$ cat config.mk
export PLATFORM = sky130hd
export DESIGN_NAME = mult_datapath
export DESIGN_NICKNAME = d
export VERILOG_FILES = /design/src/rtl/mult_pkg.sv /design/src/rtl/mult4x4.sv /design/src/rtl/mult_datapath.sv
export SDC_FILE = /design/constraint.sdc
export NUM_CORES = 1
export LEC_CHECK = 0
export CAP_MARGIN = 15
export CORE_ASPECT_RATIO = 1.4
export CORE_MARGIN = 4
export CORE_UTILIZATION = 47
export DETAILED_ROUTE_END_ITERATION = 12
export GPL_ROUTABILITY_DRIVEN = 0
export PLACE_DENSITY = 0.85
export SKIP_LAST_GASP = 1
export SLEW_MARGIN = 15
export SYNTH_ARGS = -nofsm -noshare
export SYNTH_HDL_FRONTEND = slang
export SYNTH_SLANG_ARGS = --single-unit
$ cat constraint.sdc
create_clock -name clk -period 2.2 [get_ports clk]
set_input_delay 0.66 -clock clk [delete_from_list [all_inputs] [get_ports clk]]
set_output_delay 0.66 -clock clk [all_outputs]
set_load 0.1 [all_outputs]
$ cat src/rtl/mult_pkg.sv
// mult_pkg: encodings and widths shared by mult_control and mult_datapath.
package mult_pkg;
    localparam int OP_W   = 8;
    localparam int NIB_W  = 4;
    localparam int PROD_W = 16;
    typedef enum logic [1:0] {
        SEL_LL = 2'b00,
        SEL_LH = 2'b01,
        SEL_HL = 2'b10,
        SEL_HH = 2'b11
    } input_sel_e;
    typedef enum logic [1:0] {
        SH_0    = 2'b00,
        SH_4    = 2'b01,
        SH_8    = 2'b10,
        SH_ZERO = 2'b11
    } shift_sel_e;
endpackage

$ cat src/rtl/mult4x4.sv
// mult4x4: combinational unsigned 4x4 multiplier with 8-bit product.
module mult4x4
    import mult_pkg::*;
(
    input  logic [NIB_W-1:0]   a,
    input  logic [NIB_W-1:0]   b,
    output logic [2*NIB_W-1:0] p
);
    assign p = {{NIB_W{1'b0}}, a} * {{NIB_W{1'b0}}, b};
endmodule

$ cat src/rtl/mult_datapath.sv
// mult_datapath: sequential 8x8 multiplier datapath with valid/ready result register.
// Define MULT_DP_OPERAND_LATCH_EN to register operands on start.
module mult_datapath
    import mult_pkg::*;
(
    input  logic              clk,
    input  logic              reset_a,
    input  logic              start,
    input  logic [OP_W-1:0]   dataa,
    input  logic [OP_W-1:0]   datab,
    input  logic [1:0]        input_sel,
    input  logic [1:0]        shift_sel,
    input  logic              clk_ena,
    input  logic              sclr_n,
    input  logic              done,
    output logic [1:0]        count,
    output logic [PROD_W-1:0] product8x8,
    output logic [PROD_W-1:0] result,
    output logic              result_valid,
    input  logic              result_ready,
    output logic              result_lost
);
    logic [OP_W-1:0]   a_op, b_op;
    logic [NIB_W-1:0]  a_nib, b_nib;
    logic [2*NIB_W-1:0] pp;
    logic [PROD_W-1:0] shifted;
    logic [PROD_W-1:0] acc_q, acc_d, res_q, res_d;
    logic [1:0]        count_q, count_d;
    logic              valid_q, valid_d, lost_q, lost_d, capture;

`ifdef MULT_DP_OPERAND_LATCH_EN
    logic [OP_W-1:0] opa_q, opb_q;
    always_ff @(posedge clk or negedge reset_a) begin
        if (!reset_a) begin
            opa_q <= '0;
            opb_q <= '0;
        end else if (start) begin
            opa_q <= dataa;
            opb_q <= datab;
        end
    end
    assign a_op = opa_q;
    assign b_op = opb_q;
`else
    assign a_op = dataa;
    assign b_op = datab;
`endif

    // input_sel bit 1 picks the high nibble of A, bit 0 the high nibble of B
    assign a_nib = input_sel[1] ? a_op[7:4] : a_op[3:0];
    assign b_nib = input_sel[0] ? b_op[7:4] : b_op[3:0];

    mult4x4 u_mult4x4 (.a(a_nib), .b(b_nib), .p(pp));

    always_comb begin
        shifted = (shift_sel == SH_0) ? {8'b0, pp} :
                  (shift_sel == SH_4) ? {4'b0, pp, 4'b0} :
                  (shift_sel == SH_8) ? {pp, 8'b0} : '0;
        acc_d   = clk_ena ? (sclr_n ? acc_q + shifted : shifted) : acc_q;
        count_d = start ? 2'd0 : count_q + 2'd1;
        capture = done && (!valid_q || result_ready);
        res_d   = capture ? acc_q : res_q;
        valid_d = capture ? 1'b1 : (valid_q && !result_ready ? 1'b1 : (done && valid_q));
        lost_d  = lost_q || (done && valid_q && !result_ready);
    end

    always_ff @(posedge clk or negedge reset_a) begin
        if (!reset_a) begin
            acc_q   <= '0;
            count_q <= '0;
            res_q   <= '0;
            valid_q <= 1'b0;
            lost_q  <= 1'b0;
        end else begin
            acc_q   <= acc_d;
            count_q <= count_d;
            res_q   <= res_d;
            valid_q <= valid_d;
            lost_q  <= lost_d;
        end
    end

    assign count        = count_q;
    assign product8x8   = acc_q;
    assign result       = res_q;
    assign result_valid = valid_q;
    assign result_lost  = lost_q;
endmodule

==> results of run 1 <==
-- placed cells by master, fill, tap and decap left out, types with 5 or more instances in the layout --
master             n
buf_4            113
dfrtp_1           36
nor2_1            32
buf_12            23
nand2_1           17
ha_1              17
mux2_2            14
buf_6             14
inv_1             12
a21oi_1           10
o21ai_0            9
clkdlybuf4s50_1    9
a21oi_2            8
a21o_1             8
ha_4               8
inv_2              7
o21ai_1            7
clkbuf_8           7
clkbuf_2           7
mux2i_1            6
nand2b_1           6
mux2i_2            5
-- synthesized netlist by cell type (all sizes together), types with 5 or more instances --
cell type,n
ha,27
o21ai,18
nand2,21
a21o,8
inv,20
nor2,37
o22ai,5
dfrtp,36
a211oi,5
fa,5
nor2b,5
mux2,16
a21oi,22
nand2b,6
or2,6
nor3,7
clkbuf,14
mux2i,15
-- worst max path at each step --
stage,from,to,cells past startpoint
2_1_floorplan,input_sel[1],product8x8[14],20
3_3_place_gp,input_sel[0],product8x8[14],19
3_5_place_dp,input_sel[0],product8x8[14],19
4_1_cts,input_sel[1],product8x8[14],21
5_1_grt,input_sel[0],product8x8[15],21
6_report,input_sel[0],product8x8[15],21
-- layout make-up --
cell class | count | area [sq um] | area share
flip-flops and latches | 36 | 901 | 0.168
inverters | 20 | 77.6 | 0.0144
repair buffers | 174 | 1660 | 0.310
clock buffers | 7 | 96.3 | 0.0179
clock inverters | 1 | 30.0 | 0.00559
well taps | 70 | 87.6 | 0.0163
multi-input cells | 258 | 2520 | 0.468
-- worst max-delay path, stage by stage --
cell and delay (ns):
buf_12 0.11, mux2i_4 0.18, or2_4 0.24, fa_1 0.58
inv_2 0.05, fa_2 0.58, inv_2 0.06, fa_2 0.40
nor2b_4 0.14, o21ai_2 0.08, nor3b_4 0.18, buf_4 0.16
or2_2 0.37, nor2_1 0.16, ha_1 0.28, and4_4 0.23
nand2_4 0.09, a211oi_4 0.04, a211o_1 0.33, mux2i_1 0.16
a22oi_1 0.24
-- registers in the layout, summed over array words and instances, names as in the netlist --
name          count
count             2
result           16
result_lost       1
product8x8       16
result_valid      1
-- per-layer routing --
layer  routed length (microns)  vias up  share of wire
li1                          -     1514              -
met1                      4870     1816           0.32
met2                      7290      381           0.47
met3                      1790      152           0.12
met4                      1480        0          0.096
met5                         0        -              0
-- metrics by stage --
| step | hold WS (ns) | setup slack, ns | area [sq um] |
|---|---|---|---|
| 6_report | 0.387 | -2.93 | 5370 |
| 5_1_grt | 0.420 | -3.03 | 5370 |
| 4_1_cts | 0.413 | -2.63 | 4910 |
| 3_5_place_dp | 0.473 | -3.57 | 4440 |
| 3_3_place_gp | 0.465 | -3.42 | 4440 |
| 2_1_floorplan | 0.364 | -2.75 | 3040 |
-- cells by family (layout without fill, tap and decap cells) --
kind of cell	after synthesis	after routing	share of synthesized area
buffers and inverters	35	202	0.0448
adders and majority gates	32	32	0.149
xor gates and xnor gates	8	8	0.0239
muxes	31	31	0.113
and+or+nand+nor	99	99	0.165
DFF	36	36	0.307
AOI/OAI and AO/OA	88	88	0.197
-- power breakdown --
| part | total [uW] | switching, uW | leakage (uW) | internal, uW |
|---|---|---|---|---|
| logic | 4570 | 2800 | 0.00199 | 1780 |
| registers | 1050 | 211 | 0.000434 | 838 |
| clock network | 681 | 281 | 0.0000645 | 401 |
-- timing repair --
item	in CTS	in global routing
pin swaps	42	55
setup buffers	14	21
setup endpoints to repair	16	15
gates resized for setup	96	82
==> flow_summary.ini, run 1 <==
[run_status]
outcome = finished with violations
violations = negative setup slack

[clocking]
cts_sinks = 36
root_buffer = clkbuf_8
cts_tree = done
cts_buffers = 5
clkSlewWorstSetupHoldPaths_ns = 0.09
cts_max_level = 2
cts_hold_buf = 0
clk_latency_ns = 0.31
clockBufferDepth = 2

[global_routing]
use_met1 = 0.359
antenna_found_initial = 0
grt_use_total = 0.333
use_met2 = 0.568
grt_pass1_vias = 3785
overflow = 0
grt_pass1_wl_mm = 19.1
busiest_layer = met2
grt_max_degree = 37
grt_util_met3 = 0.0655

[power_and_ir_drop]
powerDensity_nw_per_um2 = 1170
p_leak_uw = 0.00249
total_power_uw = 6300
ir_drop_v = 0.000958

[floorplan]
start_util = 0.493
die_area_sq_um = 7590
die_x_microns = 74.8
io_pins = 63
die_y_microns = 101
core_sq_um = 5950
rows = 33

[synth]
seq_area_frac_synth = 0.307
synth.top_cell.area_share = 0.307
synth_enable_flop_cells = 0
synth_flop_cell = dfrtp_1
synth_cell_types = 53
netlist_instances = 329
yosysWarnings = 0
syn-num-nets = 388
syn-cell-area_sq_um = 2930
synth.avg_cell_area_sq_um = 8.91
yosys-top-cells-area = dfrtp_1 31%, ha_1 12%, mux2_2 6.1%
synth_seq_cells = 36
synth_top_area_cell = dfrtp_1
synth-async-reset-ratio = 1.00

[detailed_routing]
viasPerCell = 6.83
totalWireLength_mm = 15.4
dr.first_iter.drc_count = 432
drcViolationCount = 0
wl_per_cell_microns = 27.3
drt_pass1_iterations = 6
num_vias = 3863
drtAntennaViolNets = 0

[setup_path]
worstReg2RegStart = product8x8[0]
cp_data_required_time_ns = 2.40
r2r_setup_slack_ns = -0.29
path_class = input pin to register
cp-start-kind = input pin
reg2regPathDepth = 9
arrival_ns = 5.33
path_max_fanout = 4
r2r_end = product8x8[14]
end_kind = register

[cells_and_area]
final_util = 0.904
area_growth_pct = 83.2
layout-drive-gt1-share = 0.560
nNetsFinal = 554
n_fill_cell = 225
n_antenna_cell = 0
instances_no_fill = 566

[min_path]
hp-class = input pin to async pin

[placed_design]
hpwl_mm = 7.47
numPortBuffers = 62
dp.cells = 527

[timing]
setup_viol = 16
skew_ns = 0.0188
rsz0062_at_grt = true
finalWorstSetupSlack_ns = -2.93
hold_viol = 0
fin_tns_setup_ns = -34.63
min_period_ns = 5.13
fmax_mhz = 195
fin_crit_sh = 2.33
slew_violations = 0
relSlewSlack = 0.565
worst_pin_slew_ns = 0.645

[flow_run]
cap_violations = 0
No activity file was read; power rests on OpenSTA's default activity.
==> run 2: changes to the inputs <==
--- a/config.mk
+++ b/config.mk
@@ -12,6 +12,7 @@
 export DETAILED_ROUTE_END_ITERATION = 12
 export GPL_ROUTABILITY_DRIVEN = 0
 export PLACE_DENSITY = 0.85
+export SKIP_CTS_REPAIR_TIMING = 1
 export SKIP_LAST_GASP = 1
 export SLEW_MARGIN = 15
 export SYNTH_ARGS = -nofsm -noshare
==> run 2 against run 1 <==
Effect of this change:
- the flow still finishes with violations (negative setup slack)
- critical path type unchanged
- first-iteration DRC count down 6.5%
- combinational power decreased by 9.8%
- die area stayed put
- wire length is 17% lower
- critical path depth decreased by 3
- sequential power barely moved
==> flow_summary.ini, run 2 (synthesis gave the netlist of run 1 again) <==
[floorplan]
die_y_microns = 101
rows = 33
io_pins = 63
die_x_microns = 74.8
die_area_sq_um = 7590
start_util = 0.493
core_sq_um = 5950

[cells_and_area]
area_growth_pct = 72.7
seq_area_sq_um = 901
nNetsFinal = 542
final_cell_mix = 111 x buf_4, 36 x dfrtp_1, 34 x nor2_1
n_fill_cell = 285
layout_commonest_cell = buf_4
multi_input_area_sq_um = 2290
layout-drive-gt1-share = 0.481
finalInstanceArea_sq_um = 5070
n_antenna_cell = 0

[timing]
worst_pin_slew_ns = 0.523
rsz0062_at_grt = true
hold_slack_ns = 0.391
min_period_ns = 5.02
skew_ns = 0.0111
fin_crit_sh = 2.28
finalWorstSetupSlack_ns = -2.82
fmax_mhz = 199
setup_viol = 15
hold_viol = 0
relSlewSlack = 0.649
slew_violations = 0

[detailed_routing]
totalWireLength_mm = 12.8
num_vias = 3562
wl_per_cell_microns = 23.2
drtAntennaViolNets = 0
dr.first_iter.drc_count = 404
drt_pass1_iterations = 8
viasPerCell = 6.43
drcViolationCount = 0

[placed_design]
numPortBuffers = 62
dpl_cell_area_sq_um = 4440
pre_cts_slack_ns = -3.57
hpwl_mm = 7.47

[global_routing]
grt_use_total = 0.275
grt_pass1_vias = 3482
overflow = 0
antenna_found_initial = 0
grt_max_degree = 37
grt_pass1_wl_mm = 16.0

[setup_path]
cp-endpoint = product8x8[14]
r2r_end = product8x8[10]
r2r_setup_slack_ns = -0.16
cp_data_required_time_ns = 2.44
worstReg2RegStart = product8x8[0]
cp-start-kind = input pin
reg2regPathDepth = 10
startpoint = input_sel[1]
path_max_fanout = 4
arrival_ns = 5.26
path_class = input pin to register
end_kind = register

[power_and_ir_drop]
ir_drop_v = 0.00104
powerDensity_nw_per_um2 = 1150
p_leak_uw = 0.00246

[clocking]
clkSlewWorstSetupHoldPaths_ns = 0.08
cts_buffers = 5
cts_tree = done
cts_max_level = 2
clockBufferDepth = 2
cts_sinks = 36
root_buffer = clkbuf_8
clk_latency_ns = 0.31

[run_status]
outcome = finished with violations
violations = negative setup slack

[flow_run]
cap_violations = 0

[min_path]
hp-class = input pin to async pin
-- run 2: cell count changes in the layout (fill, tap and decap cells not counted), moves of 4 or more --
cell / change
clkbuf_2: -7
a21oi_1: +4
dlymetal6s2s_1: +12
clkdlybuf4s15_1: -4
buf_6: -8
o21ai_1: -4
-- run 2: worst min-delay path by stage --
stage                     end  slack [ns]   startpoint
2_1_floorplan        count[0]        0.36      reset_a
3_3_place_gp      result_lost        0.46  result_lost
3_5_place_dp      result_lost        0.47  result_lost
4_1_cts        product8x8[11]        0.41      reset_a
5_1_grt        product8x8[11]        0.43      reset_a
6_report       product8x8[11]        0.39      reset_a
-- run 2: per-stage QoR --
| step | setup TNS [ns] | total power, uW | cells | utilization |
|---|---|---|---|---|
| global placement | -42.82 | 4460 | 527 | 0.746 |
| floorplan | -31.61 | 3260 | 329 | - |
| CTS | -41.15 | 5250 | 535 | 0.767 |
| finish | -34.39 | 5810 | 554 | 0.852 |
| detailed placement | -45.35 | 4560 | 527 | 0.746 |
| global route | -36.39 | 5990 | 554 | 0.852 |
-- run 2: area by class of cell --
class	instances	share of cell area
multi-input cells	258	0.452
repair buffers	162	0.313
flip-flops and latches	36	0.178
clock buffers	7	0.0190
well taps	70	0.0173
inverters	20	0.0148
clock inverters	1	0.00593
-- run 2: worst max-delay path, cell delays in order --
cell and delay, ns:
buf_12 0.11, mux2i_4 0.19, or2_4 0.24, fa_1 0.56, inv_2 0.05, fa_2 0.61, ha_4 0.22, a211oi_4 0.27
buf_4 0.16, nor2_1 0.05, or2_2 0.35, o22ai_2 0.21, ha_1 0.30, a21o_1 0.18, or2_2 0.30, o31ai_2 0.29
mux2_4 0.34, o22ai_2 0.16
-- run 2: per-layer routing --
metal	routed length, microns	track usage	vias to the layer above
li1	-	-	1489
met1	4330	0.277	1690
met2	6370	0.505	278
met3	1110	0.0516	105
met4	1020	0.167	0
met5	0	0	-
-- run 2: power by group --
group / leakage, uW / internal (uW) / switching [uW] / total (uW)
combinational: 0.00196 / 1570 / 2550 / 4120
clock: 0.0000645 / 400 / 254 / 654
sequential: 0.000434 / 838 / 197 / 1040
